--- src/rtl/preamble_inserter.sv ---
// preamble_inserter
//   For each new frame, emits the short training sequence, then the long training
//   sequence with its cyclic prefix, then passes the payload through unchanged.
//   GAP_LEN zero samples follow the frame's tlast.
//   The preamble matches what the RX long-preamble detector correlates against.
//
// Ports
//   clk       clock
//   reset     synchronous, active-high
//   i_tdata   payload sample (I in upper half, Q in lower half)
//   i_tlast   last payload sample of frame
//   i_tvalid  payload valid
//   i_tready  payload accepted (only in S_PAYLOAD)
//   o_tdata   preamble, payload or gap sample
//   o_tlast   last sample of frame (payload tlast)
//   o_tvalid  output valid
//   o_tready  downstream ready
//
// state     | meaning
// ----------+----------------------------------------------------------
// S_IDLE    | waiting for the first payload sample of a frame
// S_SHORT   | emitting SHORT_LEN short-preamble samples
// S_LONG    | emitting LONG_LEN long-preamble samples (CP first)
// S_PAYLOAD | zero-latency pass-through until the payload tlast
// S_GAP     | emitting GAP_LEN zero samples
module preamble_inserter #(
  parameter int WIDTH        = 32,
  parameter int SHORT_PERIOD = 16,
  parameter int SHORT_LEN    = 160,
  parameter int LONG_PERIOD  = 64,
  parameter int LONG_CP      = 32,
  parameter int LONG_LEN     = 160,
  parameter logic [WIDTH*SHORT_PERIOD-1:0] SHORT_COEFFS = '0,
  parameter logic [WIDTH*LONG_PERIOD-1:0]  LONG_COEFFS  = '0,
  parameter int GAP_LEN      = 0
) (
  input  logic             clk,
  input  logic             reset,
  input  logic [WIDTH-1:0] i_tdata,
  input  logic             i_tlast,
  input  logic             i_tvalid,
  output logic             i_tready,
  output logic [WIDTH-1:0] o_tdata,
  output logic             o_tlast,
  output logic             o_tvalid,
  input  logic             o_tready
);

  localparam int M1  = (SHORT_LEN > LONG_LEN) ? SHORT_LEN : LONG_LEN;
  localparam int M2  = (M1 > GAP_LEN) ? M1 : GAP_LEN;
  localparam int M3  = (M2 > 1) ? M2 : 1;
  localparam int CW  = $clog2(M3) + 1;
  localparam int SIW = (SHORT_PERIOD > 1) ? $clog2(SHORT_PERIOD) : 1;
  localparam int LIW = (LONG_PERIOD > 1) ? $clog2(LONG_PERIOD) : 1;

  typedef enum logic [2:0] {
    S_IDLE    = 3'd0,
    S_SHORT   = 3'd1,
    S_LONG    = 3'd2,
    S_PAYLOAD = 3'd3,
    S_GAP     = 3'd4
  } state_t;

  state_t          state;
  state_t          state_next;
  logic [CW-1:0]   cnt;
  logic            hs;
  logic [SIW-1:0]  short_idx;
  logic [LIW-1:0]  long_idx;
  logic [WIDTH-1:0] short_tab [SHORT_PERIOD];
  logic [WIDTH-1:0] long_tab  [LONG_PERIOD];

  // Unpack the coefficient vectors; entry 0 sits at the MSBs.
  for (genvar k = 0; k < SHORT_PERIOD; k++) begin : g_short_tab
    assign short_tab[k] = SHORT_COEFFS[WIDTH*(SHORT_PERIOD-1-k) +: WIDTH];
  end
  for (genvar k = 0; k < LONG_PERIOD; k++) begin : g_long_tab
    assign long_tab[k] = LONG_COEFFS[WIDTH*(LONG_PERIOD-1-k) +: WIDTH];
  end

  // The spare counter bit keeps cnt + (LONG_PERIOD - LONG_CP) from overflowing.
  // Offsetting by the CP makes the prefix the tail of the long symbol.
  assign short_idx = SIW'(cnt % CW'(SHORT_PERIOD));
  assign long_idx  = LIW'((cnt + CW'(LONG_PERIOD - LONG_CP)) % CW'(LONG_PERIOD));

  assign hs = o_tvalid & o_tready;

  always_ff @(posedge clk) begin
    if (reset) begin
      state <= S_IDLE;
      cnt   <= '0;
    end else begin
      state <= state_next;
      if (state_next != state) begin
        cnt <= '0;
      end else if (hs && (state == S_SHORT || state == S_LONG || state == S_GAP)) begin
        cnt <= cnt + CW'(1);
      end
    end
  end

  always_comb begin
    state_next = state;
    case (state)
      S_IDLE: begin
        if (i_tvalid) state_next = S_SHORT;
      end
      S_SHORT: begin
        if (hs && cnt == CW'(SHORT_LEN - 1)) state_next = S_LONG;
      end
      S_LONG: begin
        if (hs && cnt == CW'(LONG_LEN - 1)) state_next = S_PAYLOAD;
      end
      S_PAYLOAD: begin
        if (hs && i_tlast) state_next = (GAP_LEN > 0) ? S_GAP : S_IDLE;
      end
      S_GAP: begin
        if (hs && cnt == CW'(GAP_LEN - 1)) state_next = S_IDLE;
      end
      default: state_next = S_IDLE;
    endcase
  end

  always_comb begin
    o_tdata  = '0;
    o_tlast  = 1'b0;
    o_tvalid = 1'b0;
    i_tready = 1'b0;
    case (state)
      S_SHORT: begin
        o_tvalid = 1'b1;
        o_tdata  = short_tab[short_idx];
      end
      S_LONG: begin
        o_tvalid = 1'b1;
        o_tdata  = long_tab[long_idx];
      end
      S_PAYLOAD: begin
        o_tvalid = i_tvalid;
        o_tdata  = i_tdata;
        o_tlast  = i_tlast;
        i_tready = o_tready;
      end
      S_GAP: begin
        o_tvalid = 1'b1;
      end
      default: begin
        o_tvalid = 1'b0;
      end
    endcase
  end

endmodule

--- config.mk ---
export PLATFORM = sky130hd
export DESIGN_NAME = preamble_inserter
export DESIGN_NICKNAME = d
export VERILOG_FILES = /design/src/rtl/preamble_inserter.sv
export SDC_FILE = /design/constraint.sdc
export NUM_CORES = 1
export LEC_CHECK = 0
export BUFFER_PORTS_ARGS = -buffer_cell sky130_fd_sc_hd__buf_4
export CAP_MARGIN = 20
export CELL_PAD_IN_SITES_DETAIL_PLACEMENT = 0
export CELL_PAD_IN_SITES_GLOBAL_PLACEMENT = 1
export CORE_ASPECT_RATIO = 1.5
export CORE_MARGIN = 1
export CORE_UTILIZATION = 27
export DETAILED_ROUTE_END_ITERATION = 8
export MAX_ROUTING_LAYER = met4
export PLACE_DENSITY = 0.84
export SLEW_MARGIN = 25
export SYNTH_ARGS = -nofsm -noshare
export SYNTH_HDL_FRONTEND = slang
export SYNTH_SLANG_ARGS = --single-unit
--- constraint.sdc ---
create_clock -name clk -period 2.25 [get_ports clk]
set_input_delay 0.3375 -clock clk [delete_from_list [all_inputs] [get_ports clk]]
set_output_delay 0.3375 -clock clk [all_outputs]
set_load 0.01 [all_outputs]
After elaboration in Yosys (flattened, before gate mapping)
Memory sizes are Yosys's and may differ from the RTL's.
Cells that the tools add are included.
Storage, ports and cells
  bits in registers: 12
  latch bits: 0
  RAM bits: 0
  memory bits (read-only): 2560
  logic and storage cells: 41
  memories kept: 2
Memory list
  (no name shown): depth 64, bits a word 32, rd ports 1, clocked after Yosys merged registers in 0, wr ports 0, line 136  | o_tdata = long_tab[long_idx];
  (no name shown): depth 16, bits a word 32, rd ports 1, clocked after Yosys merged registers in 0, wr ports 0, line 132  | o_tdata = short_tab[short_idx];
Cells by class
  add/subtract/negate cells: 2
  multiply operators: 0
  divide/modulo/power cells: 0
  magnitude comparators: 2
  eq/ne operators: 7
  shifts and indexed selects: 0
  multiplexer cells: 14
  bitwise gates (word level): 3
  reduce and logical (&&, ||, !) cells: 9
Operators by type and width (number)
  two-way mux 32 bit: 4
  case mux 32 bit (3 select lines): 1
  two-way mux 3 bit: 5
  case mux 3 bit (5 select lines): 1
  adder 9 x 1 -> 9 bit, second input constant: 1
  equality test 9 x 8 -> 1 bit, second input constant: 1
  equality test 9 bit, second input constant: 1
  greater-or-equal comparator 7 bit, second input constant: 1
  NOT 6 -> 7 bit: 1
  adder 6 bit, second input constant: 1
  equality test 3 x 2 -> 1 bit, second input constant: 2
  greater-or-equal comparator 5 bit, second input constant: 1
  NOT 4 -> 5 bit: 1
  logical AND 1 bit: 4
  equality test 3 x 1 -> 1 bit, second input constant: 1
  equality test 3 bit, second input constant: 1
  zero test 3 bit: 1
  != test 3 bit: 1
  OR reduction 3 bit: 1
  logical OR 1 bit: 2
  two-way mux 1 bit: 2
  case mux 1 bit (2 select lines): 1
  OR reduction 2 bit: 1
  AND 1 bit: 1

Longest topological paths before layout
  depth after elaboration: 9
  depth in mapped cells: 10
  mapped depth without buffers: 9

Worst setup path before layout
OpenSTA, ideal clock, no wires.
  path type: register to register
  start: reg cnt[0]
  end: reg cnt[0]
  setup time: 0.064 ns
  arrival time: 1.660 ns
  data required time: 2.186 ns
  slack: 0.526 ns
  stages on the path, launching flop included: 11
  buffers on the path: 1
  clock period less this slack: 1.724 ns
  path through: dfxtp_1 > ha_1 > nand3_4 > nor2_1 > ha_1 > nand2_1 > nand2_1 > a21o_1 > a311o_1 > buf_6 > nor2_2
On the way
  cells in the longest elaborated chain, start to end: 6
  elaborated cells on any way between the ends: 11
  those cells by class: add/sub (1); eq/ne (3); mux (4); reduce/logical (3)
RTL lines
  start, declared: line 66  | logic [CW-1:0] cnt;
  start signal, assigned: line 97  | cnt <= cnt + CW'(1);
  equality test 9 bit or equality test 9 x 8 -> 1 bit (tied branches): line 118, 109, 112
  logical AND 1 bit (on tied branches): line 118, 109, 112
  two-way mux 3 bit (on tied branches): line 118, 109, 112
  case mux 3 bit (5 select lines): line 104  | case (state)
  != test 3 bit: line 94  | if (state_next != state) begin
  OR reduction 2 bit (no line)
Parallel ways exist; a longest one is shown, timed or not.
A chain may end at the register's enable or synchronous reset.

Worst setup path in the final report
  start: reg state[1]
  end: out o_tdata[4]
On the way
  cells in the longest elaborated chain, start to end: 2
  elaborated cells on any way between the ends: 4
  those cells by class: eq/ne (3); mux (1)
RTL lines
  start, declared: line 64  | state_t state;
  start signal, assigned: line 93  | state <= state_next;
  equality test 3 x 2 -> 1 bit or equality test 3 x 1 -> 1 bit (tied branches): line 129  | case (state)
  case mux 32 bit (3 select lines) (*): line 129
  end, declared: line 43  | output logic [WIDTH-1:0] o_tdata,
Every way passes the cells marked *; elsewhere a longest branch is shown, timed or not.

==> flow_summary.ini <==
[sta]
final.setup.tns_ns = 0
grt_setup_unrepaired = false
fin_skew_ns = 0.000879
setup_viol_count_final = 0
relSlewSlack = 0.612
setup_slack_ns = 0.274
fmaxAchievable_ghz = 0.506
slew_viol_final = 0
tightest_slew_ns = 0.582
finalCritPeriodShare = 0.878
finalCriticalPeriod_ns = 1.98
final_hold_viol_count = 0

[final_layout]
postLayoutCoreUtil = 0.462
area_growth_syn_to_layout_pct = 60.3
num_antenna_cells = 0
nFillCells = 358
final_nets = 232
drive_above_1_share = 0.479

[global_routing]
grt_pass1_wl_um = 4610
grt-ovfl-total = 0
gr-usage-all-layers = 0.156
antenna_found_initial = 0
grt_pass1_vias = 1026
grt_max_degree = 35

[place]
portBuffers = 71
pre_cts_ws_ns = 0.294
gp_congestion = 0.843
dp_hpwl_um = 2380

[route]
viasPerCell = 4.70
wl_per_cell_um = 12.6
drt_first_pass_iters = 4
num_vias = 1100
routed_wl_um = 2940
drc = 0
antenna_left = 0
first_iter_violations = 24

[critical_path]
path_class = reg2out
startpoint = state[1]
regToRegStartpoint = cnt[0]
cp-start-kind = flip-flop
worstPathArrival_ns = 1.64
worst_setup_path_end_kind = primary output
rr_worst_depth = 9
reg2reg_slack_ns = 0.31
worstPathRequired_ns = 1.91
endpoint = o_tdata[4]
rr_endpoint = cnt[0]
worstPathMaxFanout = 34

[floorplanning]
die_w_um = 51.8
core_area_um2 = 3480
core.rowCount = 26
io_pins = 72
start_util = 0.288
die_h_um = 76.7
dieArea_um2 = 3970

[run]
maxCapViolCount = 0

[synth]
yosysTopAreaCell = dfxtp_1
synth-async-reset-ratio = 0
syn_avg_cell_area_um2 = 8.23
syn_nets = 161
ys_types = 36
synth_seq_area_share = 0.239
synth_edf_count = 0
syn_area_um2 = 1000
synthMostInstantiatedCell = and2_1
synth_warnings = 0
synth_seq_cells = 12
netlist.area_leader.share = 0.239
synth_commonest_cells = and2_1 (34), dfxtp_1 (12), nor2_2 (9), nand2_1 (7)
synth_area_leaders = dfxtp_1 (24%), and2_1 (21%), nor2_2 (5.6%)
synthCells = 122
ys.flop_type = dfxtp_1

[power]
p_leak_nw = 0.756
max-vdd-ir-drop_v = 0.000382
total_power_mw = 0.545
power.density_nw_per_um2 = 339

[clock_network]
cts-buffers-inserted = 3
cts_num_sinks = 12
hold_buffers = 0
clkSlewWorstSetupHoldPaths_ns = 0.05
h-tree-depth = 1
cts-root-buf = clkbuf_8
cts.repair_timing.setup_buffer_count = 0
cts.path.max_buffers = 2
ctsResizeCount = 0
cts_tree = yes
clkLatencyLatePin_ns = 0.25

[min_path]
hold_path_class = in2reg

[status]
outcome = finished clean
[per-layer routing]
layer	track usage	up-vias	share of wire	wire length (µm)
met2	0.239	72	0.41	1220
met4	0.0649	0	0.011	31
met1	0.156	470	0.37	1080
met3	0.0972	2	0.21	611
met5	-	-	0	0
li1	-	556	-	-
[how the worst min path moves through the flow]
stage                       from  endpoint  cells past startpoint
after floorplan            reset  state[1]                      1
after global placement    cnt[1]    cnt[1]                      2
after detailed placement  cnt[1]    cnt[1]                      2
after CTS                  reset  state[1]                      2
after global routing       reset  state[1]                      2
final                      reset  state[1]                      2
[cell families after synthesis]
| group | count (synthesis) | share of synthesized area |
|---|---|---|
| AO/OA/AOI/OAI | 16 | 0.147 |
| adder cells (fa/ha/maj) | 2 | 0.0249 |
| AND/OR/NAND/NOR | 74 | 0.450 |
| buffers and inverters | 9 | 0.0574 |
| XOR/XNOR | 7 | 0.0611 |
| multiplexers | 2 | 0.0200 |
| flip-flops | 12 | 0.239 |
[critical path, stage by stage, from the launching register on]
cell and delay, ns:
dfxtp_1 0.53, nand2_1 0.18, nor2_1 0.12, buf_4 0.25, and2_1 0.17, buf_4 0.13
[sequential cells by signal, indices dropped and copies added, names as in the netlist]
| name | cells |
|---|---|
| state | 3 |
| cnt | 9 |
[cell type report]
type,instances,area (µm²),share of cell area
repair buffers,73,548,0.341
multi-input cells,101,706,0.439
well taps,42,52.6,0.0327
clock buffers,4,55.1,0.0342
flip-flops and latches,12,240,0.149
inverters,2,7.51,0.00467
[power breakdown]
group	switching (mW)	internal [mW]
Combinational	0.0320	0.0544
Sequential	0.00505	0.215
Clock	0.0839	0.155
Total	0.121	0.424
[cell usage in the layout (no fill, tap or decap), drive strengths merged, types with 2 or more instances in the layout]
cell and instances:
a21oi 5, a31oi 2, and2 34, buf 73, clkbuf 4, dfxtp 12, ha 2, inv 2
mux2i 2, nand2 7, nand3 5, nor2 15, nor2b 2, nor3 4, or3 2, xnor2 6
[metrics by stage]
stage	hold slack, ns	cells	area (µm²)
2_1_floorplan	0.415	122	1000
3_3_place_gp	0.514	230	1550
3_5_place_dp	0.537	230	1550
4_1_cts	0.279	234	1610
5_1_grt	0.291	234	1610
6_report	0.287	234	1610
Note: power is estimated with default switching activity, not from simulation.
